--- src/rtl/hilo_muldiv.sv ---
// hilo_muldiv: iterative radix-2 multiply/divide unit that owns HI, LO and the MUL result register.
// Define HILO_MULDIV_DIV_EN to build the restoring divider; without it DIV/DIVU are one-cycle no-ops.
module hilo_muldiv #(
  parameter int WIDTH = 32,
  parameter int CNT_W = 6
) (
  input  logic             MD_CLK,
  input  logic             resetn,
  input  logic             start,
  input  logic [2:0]       op,
  input  logic [WIDTH-1:0] a,
  input  logic [WIDTH-1:0] b,
  output logic             busy,
  output logic             done,
  output logic             divzero,
  output logic [WIDTH-1:0] hodata,
  output logic [WIDTH-1:0] lodata,
  output logic [WIDTH-1:0] mulz
);

  typedef enum logic [2:0] {
    OP_MULT  = 3'b000,
    OP_MULTU = 3'b001,
    OP_DIV   = 3'b010,
    OP_DIVU  = 3'b011,
    OP_MTHI  = 3'b100,
    OP_MTLO  = 3'b101,
    OP_MUL   = 3'b110,
    OP_NOP   = 3'b111
  } op_e;

  typedef enum logic [1:0] {S_IDLE, S_CALC, S_FIX} state_e;

  state_e             state_q, state_d;
  op_e                op_q, op_d;
  op_e                op_in;
  logic [CNT_W-1:0]   cnt_q, cnt_d;
  logic               sa_q, sa_d, sb_q, sb_d;
  logic [WIDTH-1:0]   opb_q, opb_d;
  logic [2*WIDTH-1:0] acc_q, acc_d;
  logic [WIDTH-1:0]   hi_q, hi_d, lo_q, lo_d, mulz_q, mulz_d;
  logic               done_q, done_d;

  logic               signed_in;
  logic [WIDTH-1:0]   mag_a, mag_b;
  logic [WIDTH:0]     mul_sum;
  logic [2*WIDTH-1:0] mul_next, prod_fix;

  assign op_in     = op_e'(op);
  assign signed_in = (op_in == OP_MULT) || (op_in == OP_MUL) || (op_in == OP_DIV);
  assign mag_a     = (signed_in && a[WIDTH-1]) ? -a : a;
  assign mag_b     = (signed_in && b[WIDTH-1]) ? -b : b;

  // Multiplier bits sit in the low half of acc and are consumed LSB first while the product grows from the top.
  assign mul_sum  = {1'b0, acc_q[2*WIDTH-1:WIDTH]} + {1'b0, (acc_q[0] ? opb_q : {WIDTH{1'b0}})};
  assign mul_next = {mul_sum, acc_q[WIDTH-1:1]};
  assign prod_fix = (sa_q ^ sb_q) ? -acc_q : acc_q;

`ifdef HILO_MULDIV_DIV_EN
  logic [WIDTH-1:0] rem_q, rem_d;
  logic [WIDTH-1:0] a_q, a_d;
  logic             divzero_q, divzero_d;
  logic [WIDTH:0]   rem_sh;
  logic [WIDTH+1:0] diff;
  logic             div_ge;
  logic             is_div_q;
  logic [WIDTH-1:0] quo_fix, rem_fix;

  // The shifted partial remainder is WIDTH+1 bits; after a successful subtract it always fits back in WIDTH.
  assign rem_sh   = {rem_q, acc_q[WIDTH-1]};
  assign diff     = {1'b0, rem_sh} - {2'b00, opb_q};
  assign div_ge   = ~diff[WIDTH+1];
  assign is_div_q = (op_q == OP_DIV) || (op_q == OP_DIVU);
  assign quo_fix  = (sa_q ^ sb_q) ? -acc_q[WIDTH-1:0] : acc_q[WIDTH-1:0];
  assign rem_fix  = sa_q ? -rem_q : rem_q;
`endif

  always_comb begin
    // NOTE: every variable gets its hold value first, so no path through the case infers a latch.
    state_d = state_q;
    op_d    = op_q;
    cnt_d   = cnt_q;
    sa_d    = sa_q;
    sb_d    = sb_q;
    opb_d   = opb_q;
    acc_d   = acc_q;
    hi_d    = hi_q;
    lo_d    = lo_q;
    mulz_d  = mulz_q;
    done_d  = 1'b0;
`ifdef HILO_MULDIV_DIV_EN
    rem_d     = rem_q;
    a_d       = a_q;
    divzero_d = 1'b0;
`endif

    case (state_q)
      S_IDLE: begin
        if (start) begin
          case (op_in)
            OP_MTHI: begin
              hi_d   = a;
              done_d = 1'b1;
            end
            OP_MTLO: begin
              lo_d   = a;
              done_d = 1'b1;
            end
`ifdef HILO_MULDIV_DIV_EN
            OP_MULT, OP_MULTU, OP_MUL, OP_DIV, OP_DIVU: begin
              rem_d = '0;
              a_d   = a;
`else
            OP_MULT, OP_MULTU, OP_MUL: begin
`endif
              state_d = S_CALC;
              op_d    = op_in;
              cnt_d   = '0;
              sa_d    = signed_in & a[WIDTH-1];
              sb_d    = signed_in & b[WIDTH-1];
              acc_d   = {{WIDTH{1'b0}}, mag_a};
              opb_d   = mag_b;
            end
            default: done_d = 1'b1;
          endcase
        end
      end

      S_CALC: begin
        cnt_d = cnt_q + CNT_W'(1);
`ifdef HILO_MULDIV_DIV_EN
        if (is_div_q) begin
          acc_d = {acc_q[2*WIDTH-1:WIDTH], acc_q[WIDTH-2:0], div_ge};
          rem_d = div_ge ? diff[WIDTH-1:0] : rem_sh[WIDTH-1:0];
        end else begin
          acc_d = mul_next;
        end
`else
        acc_d = mul_next;
`endif
        if (cnt_q == CNT_W'(WIDTH - 1)) state_d = S_FIX;
      end

      S_FIX: begin
        state_d = S_IDLE;
        done_d  = 1'b1;
        case (op_q)
          OP_MUL: mulz_d = prod_fix[WIDTH-1:0];
          OP_MULT, OP_MULTU: begin
            hi_d = prod_fix[2*WIDTH-1:WIDTH];
            lo_d = prod_fix[WIDTH-1:0];
          end
`ifdef HILO_MULDIV_DIV_EN
          OP_DIV, OP_DIVU: begin
            if (opb_q == '0) begin
              hi_d      = a_q;
              lo_d      = '1;
              divzero_d = 1'b1;
            end else begin
              hi_d = rem_fix;
              lo_d = quo_fix;
            end
          end
`endif
          default: ;
        endcase
      end

      default: state_d = S_IDLE;
    endcase
  end

  // NOTE: non-blocking assignments so every flop samples the pre-edge values computed above.
  always_ff @(posedge MD_CLK or negedge resetn) begin
    if (!resetn) begin
      state_q <= S_IDLE;
      op_q    <= OP_NOP;
      cnt_q   <= '0;
      sa_q    <= 1'b0;
      sb_q    <= 1'b0;
      opb_q   <= '0;
      acc_q   <= '0;
      hi_q    <= '0;
      lo_q    <= '0;
      mulz_q  <= '0;
      done_q  <= 1'b0;
    end else begin
      state_q <= state_d;
      op_q    <= op_d;
      cnt_q   <= cnt_d;
      sa_q    <= sa_d;
      sb_q    <= sb_d;
      opb_q   <= opb_d;
      acc_q   <= acc_d;
      hi_q    <= hi_d;
      lo_q    <= lo_d;
      mulz_q  <= mulz_d;
      done_q  <= done_d;
    end
  end

`ifdef HILO_MULDIV_DIV_EN
  always_ff @(posedge MD_CLK or negedge resetn) begin
    if (!resetn) begin
      rem_q     <= '0;
      a_q       <= '0;
      divzero_q <= 1'b0;
    end else begin
      rem_q     <= rem_d;
      a_q       <= a_d;
      divzero_q <= divzero_d;
    end
  end

  assign divzero = divzero_q;
`else
  assign divzero = 1'b0;
`endif

  assign busy   = (state_q != S_IDLE);
  assign done   = done_q;
  assign hodata = hi_q;
  assign lodata = lo_q;
  assign mulz   = mulz_q;

endmodule
--- config.mk ---
export PLATFORM = sky130hd
export DESIGN_NAME = hilo_muldiv
export DESIGN_NICKNAME = d
export VERILOG_FILES = /design/src/rtl/hilo_muldiv.sv
export SDC_FILE = /design/constraint.sdc
export NUM_CORES = 1
export LEC_CHECK = 0
export CAP_MARGIN = 15
export CORE_UTILIZATION = 45
export DETAILED_ROUTE_END_ITERATION = 10
export PLACE_DENSITY = 0.67
export SYNTH_ARGS = -nofsm -noshare
export SYNTH_HDL_FRONTEND = slang
export SYNTH_SLANG_ARGS = --single-unit
--- constraint.sdc ---
create_clock -name MD_CLK -period 4.3 [get_ports MD_CLK]
set_input_delay 0.645 -clock MD_CLK [delete_from_list [all_inputs] [get_ports MD_CLK]]
set_output_delay 0.645 -clock MD_CLK [all_outputs]
set_load 0.01 [all_outputs]
* Word-level counts from Yosys, hierarchy flattened
Index checks and enable logic that the tools add are counted.
Operators by class: $add $sub $neg 5, equality and inequality tests 16, mux-type cells 25, bitwise operators 3, reduce and logical (&&, ||, !) cells 18
Operator list (number):
- 32-bit 2-to-1 mux | 9
- 64-bit 2-to-1 mux | 3
- 32-bit one-hot mux with 2 select lines | 2
- 64-bit one-hot mux with 2 select lines | 1
- 32-bit negation | 2
- 64-bit negation | 1
- 32-bit by 32-bit adder with 33-bit output | 1
- 3-bit equality test, second input constant | 4
- 6-bit 2-to-1 mux | 2
- 6-bit one-hot mux with 2 select lines | 1
- 3-bit AND reduction | 3
- 2-bit by 1-bit inequality test with 1-bit output, second input constant | 4
- 4-bit AND reduction | 2
- 6-bit by 1-bit adder with 6-bit output, second input constant | 1
- 3-bit by 1-bit equality test with 1-bit output, second input constant | 2
- 6-bit by 5-bit equality test with 1-bit output, second input constant | 1
- 3-bit zero test | 2
- 2-bit 2-to-1 mux | 3
- 2-bit nonzero test | 3
- 2-bit inequality test, second input constant | 2
- 2-bit one-hot mux with 2 select lines | 1
- 3-bit by 2-bit equality test with 1-bit output, second input constant | 1
- 3-bit OR reduction | 1
- 1-bit bitwise AND | 2
- 10 further kinds | 13
Storage, ports and cells: bits in registers 206, input port bits 70, output and inout bits 99, word-level logic and storage cells 78

* Depth between registers and ports, before layout
depth after elaboration 8, depth in mapped cells 13, depth with buffers taken out 11

* Worst setup path after synthesis
No wires, ideal clock.
kind register to register, from register acc_q[0], to register hi_q[22], in the netlist hodata[22], library setup time 0.104 ns, arrival 2.944 ns, required time 4.196 ns, slack 1.253 ns, stages on the path, launching flop included 13, buffers on the path 3, clock period less this slack 3.047 ns, path through dfrtp_1 -> clkbuf_1 -> clkbuf_1 -> inv_1 -> ha_1 -> nor3b_1 -> nand4_1 -> or4_1 -> buf_2 -> nor3_1 -> a31oi_1 -> xnor2_1 -> a221oi_1
On the way: longest elaborated chain between the ends 4
RTL lines:
- from (decl) | RTL line 40 | logic [2*WIDTH-1:0] acc_q, acc_d;
- from (signal assigned) | RTL line 182 | acc_q <= '0;
- from (signal assigned) | RTL line 194 | acc_q <= acc_d;
- 64-bit negation | RTL line 57 | assign prod_fix = (sa_q ^ sb_q) ? -acc_q : acc_q;
- 64-bit 2-to-1 mux | RTL line 57
- 32-bit 2-to-1 mux | RTL line 147 | case (op_q)
- 32-bit one-hot mux with 2 select lines | RTL line 97 | case (state_q)
- to (signal assigned) | RTL line 195 | hi_q <= hi_d;
- to (decl) | RTL line 41 | logic [WIDTH-1:0] hi_q, hi_d, lo_q, lo_d, mulz_q, mulz_d;
Every way passes these cells. The select of a mux whose other input is x is not followed. A chain may end at the register's enable or synchronous reset.

* Worst setup path after layout
from register acc_q[0], to register acc_q[61]
On the way: longest elaborated chain between the ends 3
RTL lines:
- 32-bit 2-to-1 mux | RTL line 55 | assign mul_sum = {1'b0, acc_q[2*WIDTH-1:WIDTH]} + {1'b0, (acc_q[0] ? opb_q : {WIDTH{1'b0}})};
- 32-bit by 32-bit adder with 33-bit output | RTL line 55
- 64-bit one-hot mux with 2 select lines | RTL line 97
Every way passes these cells.

==> results_dict.tcl <==
set metrics [dict create \
    tightest_slew_ps 1150 \
    min_path_type "in2async" \
    synth-async-reset-ratio 1.00 \
    grt_pass1_vias 11400 \
    setup_slack_ps 793 \
    clock_power_share 0.199 \
    ys_warn_count 0 \
    outcome "complete, no violations" \
    routed-wl-met3_mm 2.60 \
    drv_slew 0 \
    synth.distinct_cells 67 \
    grt_pass1_wl_mm 64.4 \
    p_leak_nw 6.62 \
    path_class "reg2reg" \
    fin_tns_setup_ps 0 \
    crit_start "acc_q[0]" \
    num_rows 61 \
    rsz0062_at_grt "no" \
    drt_iter0_drc 1160 \
    avgRoutedWirePerCell_um 20.2 \
    worstPathArrival_ps 3900 \
    place_ws_ps 814 \
    final_nets 1750 \
    drt-vias-per-instance 6.02 \
    path_cells "buf_4 -> and2_1 -> ha_1 -> nand2_1 -> o21ai_0 -> nand2b_1 -> a41oi_1 -> a2111oi_0 -> nor2_1 -> o311ai_0" \
    p_total_w 0.0110 \
    top_layer "met4" \
    grt-ovfl-total 0 \
    ir_drop_uv 295 \
    drtPass1Iterations 6 \
    num_vias 12300 \
    synth_area_leaders "dfrtp_1, xnor2_1, o21ai_0, nor2_1, a21oi_1" \
    post_cts_resized 0 \
    hold_buffers 0 \
    crit_fanout 30 \
    h-tree-depth 1 \
    route.met2.wl_mm 18.0 \
    end_kind "register" \
    clock_latency_ps 540 \
    drt_wl_total_mm 41.1 \
    clockBufferDepth 3 \
    diodes 0 \
    cts_tree "built" \
    critPathLaunchType "register" \
    grtUsageTotal 0.280 \
    die-area_um2 29600 \
    slew_headroom 0.233 \
    synth.avg_cell_area_um2 8.60 \
    path_clk_slew_ps 60 \
    cts.sinks 206 \
    syn_to_final_growth_pct 22.5 \
    finalSetupViolations 0 \
    die_h_um 172 \
    yosys_register_bits 206 \
    root_buffer "clkbuf_16" \
    yosys.area.top_type_share 0.390 \
    syn_nets 1622 \
    hold_violations 0 \
    cp.required_ps 4700 \
    cts_buffers 24 \
    start_util 0.462 \
    ant_nets 0 \
    route.detailed.drc 0 \
    wl_met1_mm 19.4 \
    pin_count 169 \
    synth_edf_count 0 \
    min_period_over_period 0.816 \
    r2r_slack_ps 790 \
    syn_area_um2 13000 \
    core_area_um2 28200 \
    p_sw_w 0.00464 \
    synth-seq-area-share 0.396 \
    worstReg2RegStart "acc_q[0]" \
    netlist_instances 1515 \
    p_comb_frac 0.475 \
    dieWidth_um 172 \
    synth_most_common_cell "dfrtp_1" \
    ys.flop_type "dfrtp_1" \
    slowest_stage "a2111oi_0" \
    max_freq_ghz 0.285 \
    fin_skew_ps 21.0 \
    synth_top_cell_by_area "dfrtp_1" \
    globalplace.congestion 0.922 \
    drive_gt1_frac 0.0645 \
    final.min_clock_period_ps 3510 \
    cap_violations 0 \
    synthTopCellsByCount "dfrtp_1, nor2_1, nand2_1" \
    powerDensity_nw_per_um2 690 \
    post-dp-hpwl_mm 30.9 \
    power_frac_seq 0.326 \
    grt_max_degree 92 \
    cts_setup_buffers 0 \
    internal_power_w 0.00638 \
    antenna_found_initial 0 \
    io_buffers 167 \
    slowest_delay_ps 780 \
    sw_frac_of_total 0.421 \
]
[kinds of logic after synthesis]
family	after synthesis	synth area share
other	1	0.000288
multiplexers	18	0.0146
buffers and inverters	116	0.0338
AND/OR/NAND/NOR	538	0.199
XOR/XNOR	139	0.0935
adder cells (fa/ha/maj)	37	0.0361
AO/OA/AOI/OAI	460	0.227
flip-flops	206	0.396
[through the flow]
stage	hold WS (ps)	cell area [um^2]	util	instances
after floorplan	349	13000	-	1515
after global placement	454	15100	0.536	1995
after detailed placement	464	15100	0.536	1995
after CTS	158	16000	0.567	2038
after global routing	190	16000	0.567	2038
final	144	16000	0.567	2038
[flip-flops by register name (all words and copies together) (netlist names)]
register and count:
acc_q 64, hodata 32, lodata 32, mulz 32, opb_q 32, cnt_q 6
op_q 3, state_q 2, done 1, sa_q 1, sb_q 1
[path summary, 6_finish.rpt]
| path | end | cells past startpoint |
|---|---|---|
| max | acc_q[61] | 10 |
| min in group MD_CLK | opb_q[8] | 2 |
| min reg2reg | opb_q[8] | 2 |
| max in group asynchronous | lodata[29] | 2 |
| max reg2reg | acc_q[61] | 10 |
| min | mulz[16] | 1 |
[critical path, delay by kind of cell, from the launching register on]
family / cells / cell delay, ps
DFF: 1 / 500
buffers and inverters: 1 / 260
adders and majority gates: 1 / 430
and+or+nand+nor: 4 / 540
AOI/OAI and AO/OA: 4 / 1630
[cell usage in the layout (no fill, tap or decap), drive strengths merged, types with 37 or more instances in the layout]
cell	synthesis	routed
xor2	62	62
dfrtp	203	203
clkdlybuf4s50	0	166
nand2	146	146
nor2	171	171
a21oi	112	112
xnor2	77	77
o21ai	132	132
nor3	37	37
[metal layers]
metal	GRT usage	vias up
met5	0	-
met4	0.0854	0
met3	0.0240	54
met2	0.430	457
met1	0.417	5978
li1	-	5770
[power groups by stage]
stage	Combinational (W)	Sequential, W	Clock, W
5_1_grt	0.00579	0.00368	0.00230
6_report	0.00523	0.00359	0.00220
3_5_place_dp	0.00519	0.00359	0
3_3_place_gp	0.00511	0.00356	0
4_1_cts	0.00521	0.00356	0.00222
2_1_floorplan	0.00333	0.00341	0
[layout make-up]
| type | instances | area [um^2] |
|---|---|---|
| clock buffer | 33 | 714 |
| tap | 378 | 473 |
| fill | 2547 | 12200 |
| inverter | 22 | 82.6 |
| multi-input combinational | 1193 | 7460 |
| sequential | 206 | 5160 |
| clock inverter | 10 | 146 |
| timing repair buffer | 196 | 1920 |
Power figures use the tool's default switching activity.
